### src/rtl/service_arbiter.sv
//============================================================================
// Module      : service_arbiter
// Description : Grants the shared display bus and push buttons to one of four
//               services, with blanked handover, alarm pre-emption and
//               finish-pulse retirement.
// Revision    : 1.0 - initial release
//============================================================================
`default_nettype none

module service_arbiter #(
    parameter int BLANK_CYCLES = 4
) (
    input  logic        clk,
    input  logic        resetn,
    input  logic [3:0]  svc_sw,
    input  logic        alarm_req,
    input  logic [3:0]  finish,
    input  logic [4:0]  push,
    input  logic [15:0] time_in,
    input  logic [63:0] disp_in,
    output logic [3:0]  grant,
    output logic [4:0]  push_out,
    output logic [15:0] disp_out,
    output logic        disp_blank,
    output logic [3:0]  svc_led,
    output logic        conflict
);

    localparam int CNT_W = (BLANK_CYCLES > 1) ? $clog2(BLANK_CYCLES) : 1;
    localparam logic [CNT_W-1:0] CNT_INIT = CNT_W'(BLANK_CYCLES - 1);

    typedef enum logic [2:0] {
        S_IDLE     = 3'd0,
        S_HANDOVER = 3'd1,
        S_OWNED    = 3'd2,
        S_DONE     = 3'd3,
        S_ALARM    = 3'd4
    } state_t;

    state_t           state, state_nxt;
    logic [3:0]       pending, pending_nxt;
    logic [3:0]       owner, owner_nxt;
    logic [CNT_W-1:0] cnt, cnt_nxt;
    logic [4:0]       mask, push_q, push_rise;
    logic [3:0]       eff_req;
    logic             multi;

    assign multi     = ($countones(svc_sw) > 1);
    assign eff_req   = ($countones(svc_sw) == 1) ? svc_sw : 4'b0000;
    assign push_rise = push & ~push_q & ~mask;

    function automatic logic [15:0] owner_digits(input logic [3:0] o, input logic [63:0] d);
        case (o)
            4'b1000: owner_digits = d[63:48];
            4'b0100: owner_digits = d[47:32];
            4'b0010: owner_digits = d[31:16];
            4'b0001: owner_digits = d[15:0];
            default: owner_digits = 16'h0000;
        endcase
    endfunction

    always_comb begin
        state_nxt   = state;
        pending_nxt = pending;
        owner_nxt   = owner;
        cnt_nxt     = cnt;
        if (alarm_req) begin
            state_nxt = S_ALARM;
        end else begin
            case (state)
                S_IDLE: begin
                    if (eff_req != 4'b0000) begin
                        state_nxt   = S_HANDOVER;
                        pending_nxt = eff_req;
                        cnt_nxt     = CNT_INIT;
                    end
                end
                S_HANDOVER: begin
                    if (eff_req == 4'b0000) begin
                        state_nxt = S_IDLE;
                    end else if (eff_req != pending) begin
                        pending_nxt = eff_req;
                        cnt_nxt     = CNT_INIT;
                    end else if (cnt == '0) begin
                        state_nxt = S_OWNED;
                        owner_nxt = pending;
                    end else begin
                        cnt_nxt = cnt - CNT_W'(1);
                    end
                end
                S_OWNED: begin
                    // A finish pulse outranks a simultaneous switch change.
                    if ((finish & owner) != 4'b0000) begin
                        state_nxt = S_DONE;
                    end else if (eff_req == 4'b0000) begin
                        state_nxt = S_IDLE;
                    end else if (eff_req != owner) begin
                        state_nxt   = S_HANDOVER;
                        pending_nxt = eff_req;
                        cnt_nxt     = CNT_INIT;
                    end
                end
                S_DONE: begin
                    if (eff_req != owner) state_nxt = S_IDLE;
                end
                S_ALARM:  state_nxt = S_IDLE;
                default:  state_nxt = S_IDLE;
            endcase
        end
    end

    always_ff @(posedge clk) begin
        if (!resetn) begin
            state      <= S_IDLE;
            pending    <= 4'b0000;
            owner      <= 4'b0000;
            cnt        <= '0;
            mask       <= 5'b00000;
            push_q     <= 5'b00000;
            grant      <= 4'b0000;
            push_out   <= 5'b00000;
            disp_out   <= 16'h0000;
            disp_blank <= 1'b0;
            svc_led    <= 4'b0000;
            conflict   <= 1'b0;
        end else begin
            state      <= state_nxt;
            pending    <= pending_nxt;
            owner      <= owner_nxt;
            cnt        <= cnt_nxt;
            push_q     <= push;
            conflict   <= multi;
            grant      <= 4'b0000;
            svc_led    <= 4'b0000;
            disp_blank <= 1'b0;
            disp_out   <= time_in;
            push_out   <= 5'b00000;
            mask       <= mask & push;
            // Buttons already held when a service gains the bus stay muted until released.
            if (state_nxt == S_OWNED || state_nxt == S_ALARM) begin
                if (state_nxt != state) mask     <= push;
                else                    push_out <= push_rise;
            end
            case (state_nxt)
                S_HANDOVER: begin
                    disp_blank <= 1'b1;
                    svc_led    <= pending_nxt;
                end
                S_OWNED: begin
                    grant    <= owner_nxt;
                    svc_led  <= owner_nxt;
                    disp_out <= owner_digits(owner_nxt, disp_in);
                end
                S_ALARM: begin
                    grant    <= 4'b0001;
                    svc_led  <= 4'b0001;
                    disp_out <= disp_in[15:0];
                end
                default: ;
            endcase
        end
    end

endmodule

`default_nettype wire

### config.mk
export PLATFORM = sky130hd
export DESIGN_NAME = service_arbiter
export DESIGN_NICKNAME = d
export VERILOG_FILES = /design/src/rtl/service_arbiter.sv
export SDC_FILE = /design/constraint.sdc
export NUM_CORES = 1
export LEC_CHECK = 0
export ABC_AREA = 1
export CORE_UTILIZATION = 38
export CTS_CLUSTER_SIZE = 8
export DETAILED_ROUTE_END_ITERATION = 16
export PLACE_DENSITY = 0.7
export SKIP_LAST_GASP = 1
export SYNTH_ARGS = -nofsm -noshare
export SYNTH_HDL_FRONTEND = slang
export SYNTH_SLANG_ARGS = --single-unit
### constraint.sdc
create_clock -name clk -period 4.1 [get_ports clk]
set_input_delay 0.82 -clock clk [delete_from_list [all_inputs] [get_ports clk]]
set_output_delay 0.82 -clock clk [all_outputs]
set_load 0.02 [all_outputs]
# ---- Yosys cells after proc, flatten, opt, wreduce, memory -nomap -nowiden
# Index checks and enable logic that the tools add are counted.
dict set report totals {
  ff_bits 54
  out_inout_bits 31
}
dict set report op_classes {
  n_addsub 4
  order_cmp 1
  eq_ne 20
  n_mux 39
  n_bitwise 9
  reduce_logical 9
}
# op n
set ops {}
lappend ops {{$pmux W16 S4} 1}
lappend ops {{$mux W4} 13}
lappend ops {{$gt A32 B2 Y1 const B} 1}
lappend ops {{$pmux W16 S2} 1}
lappend ops {{$mux W3} 9}
lappend ops {{$pmux W4 S3} 2}
lappend ops {{$and A5 B5 Y5} 3}
lappend ops {{$mux W2} 7}
lappend ops {{$pmux W3 S4} 1}
lappend ops {{$mux W5} 2}
lappend ops {{$ne A2 B2 Y1 const B} 5}
lappend ops {{$not A5 Y5} 2}
lappend ops {{$eq A3 B1 Y1 const B} 3}
lappend ops {{$eq A3 B2 Y1 const B} 3}
lappend ops {{$ne A4 B4 Y1} 2}
lappend ops {{$pmux W4 S2} 1}
lappend ops {{$reduce_and A8 Y1} 1}
lappend ops {{$reduce_bool A4 Y1} 2}
lappend ops {{$pmux W2 S3} 1}
lappend ops {{$add A1 B1 Y2} 2}
lappend ops {{$and A4 B4 Y4} 1}
lappend ops {{$eq A4 B1 Y1 const B} 1}
lappend ops {{$eq A4 B2 Y1 const B} 1}
lappend ops {{$eq A4 B3 Y1 const B} 1}
lappend ops {{14 further kinds} 16}

# ---- Depth between registers and ports, before layout
# Gate-level depths: netlist of the first run.
dict set report logic_depth {
  word_depth 14
  depth_mapped 25
  mapped_depth_nobuf 24
}

# ---- Worst setup path after synthesis of the first run
# OpenSTA, ideal clock, no wires.
dict set report synth_path {
  kind {input-to-reg}
  start {in svc_sw[0]}
  end {reg disp_out[6]}
  setup_time_ps 132
  arrival_time_ps 3566
  path_slack_ps 402
  cell_stages 23
  n_path_buf 1
  path_cell_list {inv_1 -> fa_1 -> inv_1 -> ha_1 -> inv_1 -> ha_1 -> nor2_4 -> buf_6 -> o211ai_1 -> nand2_2 -> nand2_4 -> nor2_8 -> nand3_4 -> nand2_1 -> nand2_1 -> nand2_4 -> inv_4 -> nand2_1 -> nand2_1 -> nor2_2 -> nor2_8 -> nand2_1 -> a21oi_2}
}
dict set report synth_between {
  elab_chain_len 12
}
# element line_no
set synth_rtl {}
lappend synth_rtl {{start, declared} 15} ;# input logic [3:0] svc_sw,
lappend synth_rtl {{$add A1 B1 Y2 (not written as such)} 49} ;# assign eff_req = ($countones(svc_sw) == 1) ? svc_sw : 4'b0000;
lappend synth_rtl {{$add A2 B2 Y3 (not written as such)} 49}
lappend synth_rtl {{$eq A3 B1 Y1} 49}
lappend synth_rtl {{$mux W4 *} 49}
lappend synth_rtl {{$ne A4 B4 Y1 (on tied branches)} {81, 97, 104}}
lappend synth_rtl {{$mux W4 / $mux W3 (equally long branches)} {81, 97}}
lappend synth_rtl {{$mux W4 / $mux W3 (equally long branches)} {79, 95}}
lappend synth_rtl {{$mux W4 / $mux W3 (equally long branches)} {70, 93}}
lappend synth_rtl {{$mux W4 / $pmux W3 S4 (equally long branches)} {67, 70}}
lappend synth_rtl {{$eq A4 B1 Y1, or another cell as far along} 53} ;# case (o)
lappend synth_rtl {{$pmux W16 S4, or another cell as far along} 53}
lappend synth_rtl {{$pmux W16 S2 *} 144} ;# case (state_nxt)
lappend synth_rtl {{end signal, assigned} 136} ;# disp_out <= time_in;
lappend synth_rtl {{end signal, assigned} 152} ;# disp_out <= owner_digits(owner_nxt, disp_in);
lappend synth_rtl {{end signal, assigned} 157} ;# disp_out <= disp_in[15:0];
lappend synth_rtl {{end, declared} 23} ;# output logic [15:0] disp_out,
# Mark *: on every way between the ends. The rest lies on a longest branch, timed or not.
# A chain may end at the register's enable or synchronous reset.

# ---- Worst setup path in the final report of the first run
dict set report layout_path {
  start {in svc_sw[0]}
  end {reg disp_out[13]}
}
# The elaborated chain is that of the path after synthesis.

==> results of run 1 <==
state kept, by name, summed over array words and instances (netlist names):
name,cells
disp_out,16
mask,5
push_out,5
push_q,5
grant,4
owner,4
pending,4
svc_led,4
state,3
cnt,2
conflict,1
disp_blank,1
area by class of cell:
class                           count  area, um^2  area share
Multi-Input combinational cell    386        2136      0.3801
Clock inverter                      3       28.78    0.005121
Timing Repair Buffer              184        1831      0.3258
Tap cell                          108       135.1     0.02405
Sequential cell                    54        1081      0.1924
Inverter                           87       339.1     0.06034
Clock buffer                        5       68.82     0.01225
power by group through the flow:
| stage | sequential, uW | combinational (uW) | clock, uW |
|---|---|---|---|
| 3_3_place_gp | 577 | 476 | 0 |
| 3_5_place_dp | 578 | 481 | 0 |
| 4_1_cts | 566 | 511 | 339 |
| 2_1_floorplan | 594 | 231 | 0 |
| 6_report | 566 | 531 | 330 |
| 5_1_grt | 569 | 573 | 364 |
stage by stage:
| stage | cells | TNS [ps] |
|---|---|---|
| 4_1_cts | 820 | 0 |
| 6_report | 827 | 0 |
| 3_3_place_gp | 802 | -13110 |
| 5_1_grt | 827 | -12.34 |
| 3_5_place_dp | 802 | -17490 |
| 2_1_floorplan | 541 | 0 |
path summary, 6_finish.rpt:
check,endpoint,cells past startpoint
setup / recovery,disp_out[13],26
hold / removal,mask[0],2
setup reg to reg,disp_out[13],17
hold reg to reg,mask[0],2
what timing repair did:
action | CTS | global route
setup endpoints to repair | 27 | 37
buffers inserted | 8 | 7
resized for setup | 27 | 13
hold buffers | 0 | 0
cloned | 2 | 0
pin swaps | 9 | 8
per-layer routing:
layer,GRT usage,up-vias,share of wire
li1,-,2068,-
met5,0,-,0
met2,0.4328,159,0.50
met1,0.2941,1870,0.42
met3,0.03333,22,0.057
met4,0.06889,0,0.021
tightest hold or removal path: cells and delay by family, from the launching register on:
| family | cells | cell delay [ps] |
|---|---|---|
| compound gates | 1 | 50 |
| buf+inv | 1 | 50 |
| flops | 1 | 330 |
synth_stat cells (all sizes together):
library cell and instances:
nand2 170, inv 87, nor2 60, dfxtp 54, nand3 50, a21oi 48
nand4 16, o21ai 13, buf 11, nor3 6, clkbuf 5, ha 4
xor2 4, o22ai 3, o211ai 2, a211oi 1, a22oi 1, a31oi 1
fa 1, nor3b 1, o2111ai 1, o21bai 1, o31ai 1
cells by family (layout without fill, tap and decap cells):
logic type,count (synthesis),after routing,synth area share
AO/OA/AOI/OAI,72,72,0.1108
XOR/XNOR,4,4,0.009910
adder cells (fa/ha/maj),5,5,0.01982
buffers and inverters,103,279,0.1285
flip-flops,54,54,0.3058
AND/OR/NAND/NOR,303,305,0.4251
==> impl_metrics.tcl, run 1 <==
set metrics [dict create \
    worst_slack_ps 217.0 \
    synth_fp_nets 642 \
    finClkSkew_ps 15.16 \
    stdcell_area_um2 5619 \
    ff2ff_setup_slack_ps 1690 \
    hold_viol 0 \
    drc 2 \
    postSynthCellCount 541 \
    setup_viol 0 \
    comb_power_share 0.372 \
    antenna_left 0 \
    diodes 0 \
    switching_share 0.3410 \
    grt_overflow 0 \
    cts-root-buf "clkbuf_8" \
    start_kind "primary input" \
    initial_core_util 0.3995 \
    wirelength_um 11660 \
    ys_seq_area_frac 0.3058 \
    holdWs_ps 460.0 \
    die_h_um 98.45 \
    syn_avg_cell_area_um2 6.534 \
    clock-sinks 54 \
    routed_via_density 4.981 \
    cpMaxStageDelayCell "fa_1" \
    max_slew_margin 0.6844 \
    cp_max_fo 6 \
    dieWidth_um 98.45 \
    wl_per_cell_um 14.10 \
    min_path_type "reg -> reg" \
    grt_antenna_before_repair 0 \
    clk_latency_ps 320 \
    max_stage_delay_ps 520 \
    nets 819 \
    syn2layout_area_growth_pct 58.97 \
    power_density_nw_per_um2 253.9 \
    place_hpwl_um 8589 \
    period_share 0.9471 \
    grt_use_total 0.2387 \
    cap_violations 0 \
    drive_gt1_frac 0.1766 \
    grt_pass1_wl_um 18570 \
    violations "design-rule violations" \
    pwr-share-clk 0.232 \
    io_pins 127 \
    required_ps 4310 \
    intPower_uw 940.3 \
    first_pass_iters 11 \
    fmax_mhz 257.5 \
    layout_common_cells "nand2_1 (146), clkdlybuf4s50_1 (123), inv_1 (79)" \
    fillers 761 \
    clk_pin_slew_worst_paths_ps 110 \
    synth_cell_types 37 \
    p_leak_uw 0.002617 \
    yosysWarnings 0 \
    ir_drop_mv 0.1712 \
    worst_hold_startpoint "mask[0]" \
    cts_tree "built" \
    clock_path_buffers 2 \
    tightest_slew_ps 471.6 \
    ys_seq_elements 54 \
    crit_type "in -> reg" \
    rows 34 \
    synth.cell_area_um2 3535 \
    post-place-ws_ps -687.2 \
    synth.area.top_cells "dfxtp_1 (31%), nand2_1 (16%), inv_1 (8.6%)" \
    power_uw 1427 \
    critical_path_buf_inv_count 9 \
    postPlaceCellArea_um2 5196 \
    drv_slew 0 \
    grt_pass1_vias 3979 \
    yosysTopAreaCell "dfxtp_1" \
    place_congestion 0.8997 \
    critPathTopFamily "simple AND/OR/NAND/NOR gates" \
    crit_arrival_ps 4090 \
    final_common_cell "nand2_1" \
    num_vias 4119 \
    numPortBuffers 126 \
    netlist.area_leader.share 0.3058 \
    numCtsBuffers 5 \
    p_sw_uw 486.5 \
    crit_path_end_kind "flop" \
    drt-initial-drc-count 235 \
    core_um2 8848 \
    finalCriticalPeriod_ps 3883 \
    cts_htree_levels 2 \
    crit_path_start "svc_sw[0]" \
    status "complete, but fails checks" \
    r2r_start "pending[2]" \
    final_util 0.6350 \
    grt_max_degree 22 \
    cp_common_cell "nand2_1" \
    die-area_um2 9691 \
    seqPwrFrac 0.397 \
]
Power figures use the tool's default switching activity.
==> run 2: changes to the inputs <==
--- a/config.mk
+++ b/config.mk
@@ -9,7 +9,7 @@
 export CORE_UTILIZATION = 38
 export CTS_CLUSTER_SIZE = 8
 export DETAILED_ROUTE_END_ITERATION = 16
-export PLACE_DENSITY = 0.7
+export PLACE_DENSITY = 0.75
 export SKIP_LAST_GASP = 1
 export SYNTH_ARGS = -nofsm -noshare
 export SYNTH_HDL_FRONTEND = slang
==> impl_metrics.tcl, run 2 (synthesis results as in run 1) <==
set metrics [dict create \
    antenna_left 0 \
    num_vias 4133 \
    cap_violations 0 \
    place_hpwl_um 8717 \
    regMostFlops "disp_out" \
    power_uw 1439 \
    first_pass_iters 11 \
    holdWs_ps 454.9 \
    cts_htree_levels 2 \
    drive_gt1_frac 0.1798 \
    wirelength_um 11750 \
    postPlaceCellArea_um2 5211 \
    finalCriticalPeriod_ps 3772 \
    crit_path_end_kind "flop" \
    grt_overflow 0 \
    power_density_nw_per_um2 256.1 \
    drc 2 \
    min_path_type "reg -> reg" \
    dieWidth_um 98.45 \
    cts_hold_buf 0 \
    io_pins 127 \
    regArea_um2 1081 \
    cts-root-buf "clkbuf_8" \
    clock-sinks 54 \
    finClkSkew_ps 7.181 \
    diodes 0 \
    rsz0062_at_grt "false" \
    setup_viol 0 \
    grt_antenna_before_repair 0 \
    period_share 0.9201 \
    cp_max_fo 16 \
    post-place-ws_ps -413.6 \
    p_leak_uw 0.002583 \
    drv_slew 0 \
    rows 34 \
    tns_ps 0 \
    largest_reg_flops 16 \
    layout_common_cells "nand2_1 (143), clkdlybuf4s50_1 (123), inv_1 (79)" \
    ir_drop_mv 0.1333 \
    start_kind "primary input" \
    grt_pass1_vias 3920 \
    stdcell_area_um2 5620 \
    grt_pass1_wl_um 18300 \
    die_h_um 98.45 \
    numCtsBuffers 5 \
    status "complete, but fails checks" \
    crit_arrival_ps 3990 \
    syn2layout_area_growth_pct 59.01 \
    tightest_slew_ps 558.8 \
    cts_tree "built" \
    hold_viol 0 \
    grt_max_degree 23 \
    clk_latency_ps 320 \
    die-area_um2 9691 \
    clock_path_buffers 2 \
    final_common_cell "nand2_1" \
    nets 812 \
    core_um2 8848 \
    violations "design-rule violations" \
    crit_type "in -> reg" \
    numPortBuffers 126 \
    required_ps 4310 \
    wl_per_cell_um 14.33 \
    fillers 778 \
    place_congestion 0.9182 \
    clk_pin_slew_worst_paths_ps 110 \
    max_slew_margin 0.6261 \
    worst_slack_ps 327.7 \
    multi_input_area_um2 2228 \
    drt-initial-drc-count 225 \
    grt_use_total 0.2379 \
    initial_core_util 0.3995 \
    routed_via_density 5.040 \
    fmax_mhz 265.1 \
]
[run 2: cell types whose count changed in the layout (fill, tap and decap cells not counted), moves of 2 or more]
cell	change
nand3_1	-2
buf_4	-4
nand2_8	+3
nor2_2	+3
buf_12	-3
nand3_4	+3
nor2_1	-3
nand2_1	-3
[run 2: critical path, cell delays in order]
cell and delay [ps]:
dlymetal6s2s_1 100, inv_1 60, fa_1 550, inv_2 50, ha_4 150, inv_2 60, ha_4 190, nor2_4 180
buf_6 120, buf_4 110, o211ai_1 100, nand2_2 150, nand2_4 100, nor2_8 210, nand3_4 140, nand2_4 130
nand2_8 100, nand2_8 120, inv_4 50, buf_12 140, nand3_1 60, nand2_1 50, inv_1 50, nand2_1 60
nand2_1 70, a21oi_1 50
[run 2: stage by stage]
stage | instances | utilization
final | 820 | 0.6352
after global routing | 820 | 0.6352
after CTS | 818 | 0.6215
after detailed placement | 804 | 0.5889
after global placement | 804 | 0.5889
after floorplan | 541 | -
[run 2: metal layers]
layer | part of all wire | track usage
met1 | 0.40 | 0.2782
met2 | 0.50 | 0.4247
met3 | 0.058 | 0.03830
met4 | 0.039 | 0.1137
met5 | 0 | 0
[run 2: where the power goes]
| part | total, uW | leakage [uW] | switching [uW] | internal (uW) |
|---|---|---|---|---|
| combinational | 541 | 0.00209 | 281 | 261 |
| clock | 332 | 0.0000502 | 205 | 127 |
| sequential | 566 | 0.000444 | 13.2 | 553 |
| total | 1440 | 0.00258 | 499 | 941 |
[run 2: timing repair]
item,CTS,global route
pin swaps,21,23
resized for setup,29,24
gates cloned,2,0
setup buffers,4,2
setup endpoints to repair,23,37
[run 2: final timing paths]
path | slack (ps) | from | cells after the start | endpoint
worst max-delay path | 330 | svc_sw[3] | 26 | disp_out[5]
worst min-delay path | 450 | mask[4] | 2 | mask[4]
worst max register to register | 1840 | state[0] | 16 | disp_out[5]
worst min register to register | 450 | mask[4] | 2 | mask[4]
[run 2: area by class of cell]
type                            instances  share of cell area
Timing Repair Buffer                  177              0.3090
Multi-Input combinational cell        386              0.3965
Clock buffer                            5             0.01224
Tap cell                              108             0.02404
Clock inverter                          3            0.005120
Sequential cell                        54              0.1923
Inverter                               87             0.06077
==> run 3: changes to the inputs <==
--- a/config.mk
+++ b/config.mk
@@ -6,10 +6,12 @@
 export NUM_CORES = 1
 export LEC_CHECK = 0
 export ABC_AREA = 1
-export CORE_UTILIZATION = 38
+export CAP_MARGIN = 20
+export CORE_MARGIN = 8
+export CORE_UTILIZATION = 35
 export CTS_CLUSTER_SIZE = 8
 export DETAILED_ROUTE_END_ITERATION = 16
-export PLACE_DENSITY = 0.75
+export PLACE_DENSITY = 0.7
 export SKIP_LAST_GASP = 1
 export SYNTH_ARGS = -nofsm -noshare
 export SYNTH_HDL_FRONTEND = slang
==> impl_metrics.tcl, run 3 (synthesis results as in run 1) <==
set metrics [dict create \
    tightest_slew_ps 662.2 \
    cts_tree "built" \
    cp_max_fo 8 \
    start_kind "primary input" \
    p_sw_uw 495.4 \
    drt-initial-drc-count 256 \
    p_leak_uw 0.002572 \
    die_h_um 116.5 \
    grt_max_degree 38 \
    clk_pin_slew_worst_paths_ps 110 \
    period_share 0.9250 \
    min_path_type "reg -> reg" \
    cpMaxStageDelayCell "fa_1" \
    hold_viol 0 \
    numCtsBuffers 5 \
    cts_hold_buf 0 \
    critPathTopFamily "simple AND/OR/NAND/NOR gates" \
    grt_use_total 0.1702 \
    worstPathCellList "dlymetal6s2s_1 -> inv_1 -> fa_1 -> inv_1 -> ha_2 -> inv_1 -> ha_4 -> nor2_4 -> buf_4 -> buf_6 -> nand4_1 -> nand2_1 -> nand2_2 -> nor2_4 -> nand3_4 -> nand2_4 -> nand2_8 -> buf_12 -> nor2_8 -> clkbuf_16 -> nand3_1 -> nand4_1 -> nand2_1 -> a21oi_1" \
    drv_slew 0 \
    regMostFlops "disp_out" \
    crit_arrival_ps 4030 \
    clk_latency_ps 320 \
    dp.cells 822 \
    finalCriticalPeriod_ps 3792 \
    cp_common_cell "inv_1" \
    wirelength_um 12270 \
    pwr-share-clk 0.232 \
    critical_path_buf_inv_count 8 \
    io_pins 127 \
    cap_violations 0 \
    diodes 0 \
    power_uw 1432 \
    finClkSkew_ps 14.09 \
    intPower_uw 936.5 \
    grt_pass1_wl_um 18490 \
    drive_gt1_frac 0.1653 \
    crit_path_end_kind "flop" \
    num_vias 3993 \
    status "finished, final reports clean" \
    power_density_nw_per_um2 254.5 \
    wl_per_cell_um 14.58 \
    cts-root-buf "clkbuf_8" \
    place_congestion 0.8781 \
    seqPwrFrac 0.395 \
    largest_reg_flops 16 \
    layout_common_cells "nand2_1 (148), clkdlybuf4s50_1 (123), inv_1 (81)" \
    first_pass_iters 4 \
    grt_overflow 0 \
    max_slew_margin 0.5579 \
    comb_power_share 0.372 \
    max_stage_delay_ps 530 \
    cts_htree_levels 2 \
    numPortBuffers 126 \
    holdWs_ps 451.4 \
    grt_antenna_before_repair 0 \
    drc 0 \
    final_common_cell "nand2_1" \
    syn2layout_area_growth_pct 59.15 \
    clock_path_buffers 2 \
    crit_type "in -> reg" \
    fmax_mhz 263.7 \
    dieWidth_um 116.5 \
    rsz0062_at_grt "false" \
    initial_core_util 0.3616 \
    place_hpwl_um 9374 \
    setup_viol 0 \
    rows 36 \
    nets 808 \
    ir_drop_mv 0.2115 \
    grt_pass1_vias 3758 \
    clock-sinks 54 \
    antenna_left 0 \
    final_cells 841 \
    required_ps 4340 \
    core_um2 9774 \
    die-area_um2 13570 \
    fillers 920 \
    routed_via_density 4.748 \
    switching_share 0.3460 \
]
## run 3: cell types whose count changed in the layout (fill, tap and decap cells not counted), moves of 2 or more
cell,delta
nand2_8,-2
buf_6,-5
nand2_2,-3
buf_4,-4
buf_12,+3
inv_1,+2
clkbuf_16,+2
nand2_1,+5
## run 3: timing repair
action / CTS / global route
setup endpoints to repair: 16 / 35
cloned: 2 / 2
buffers inserted: 0 / 7
resized for setup: 9 / 26
pin swaps: 9 / 16
## run 3: final cells by class
class                      instances  area [um^2]  area share
clock inverter                     3        28.78    0.005116
clock buffer                       5        68.82     0.01223
tap                              133        166.4     0.02958
inverter                          87        339.1     0.06028
timing repair buffer             173         1760      0.3129
multi-input combinational        386         2181      0.3877
sequential                        54         1081      0.1922
## run 3: final timing paths
path                                  from           end  slack (ps)  cells past startpoint
worst max-delay path             svc_sw[0]  disp_out[14]         310                     24
worst min-delay path               mask[0]       mask[0]         450                      2
worst max register to register  pending[0]  disp_out[14]        1810                     15
worst min register to register     mask[0]       mask[0]         450                      2
## run 3: through the flow
stage          cell area, um^2    util  setup slack, ps  TNS [ps]
2_1_floorplan             3535       -            401.6         0
3_3_place_gp              5228  0.5348           -364.5     -9098
3_5_place_dp              5228  0.5348           -444.1    -11320
4_1_cts                   5391  0.5516           0.2198         0
5_1_grt                   5625  0.5755            68.66         0
6_report                  5625  0.5755            307.6         0
## run 3: metal layers
layer	vias to the layer above	wire length, um	part of all wire	track usage
met5	-	0	0	0
li1	2046	-	-	-
met3	14	759	0.062	0.03361
met2	138	6319	0.52	0.3059
met1	1795	4938	0.40	0.1984
met4	0	247	0.020	0.05186
## run 3: power by group through the flow
| stage | Combinational [uW] | Clock [uW] | Sequential [uW] |
|---|---|---|---|
| after detailed placement | 478 | 0 | 578 |
| after CTS | 485 | 341 | 566 |
| after global placement | 472 | 0 | 577 |
| after floorplan | 231 | 0 | 594 |
| after global routing | 577 | 360 | 569 |
| final | 533 | 333 | 566 |
## run 3: tightest hold or removal path: stages, from the launching register on
cell     delay, ps
dfxtp_1        320
inv_1           40
a21oi_1         50
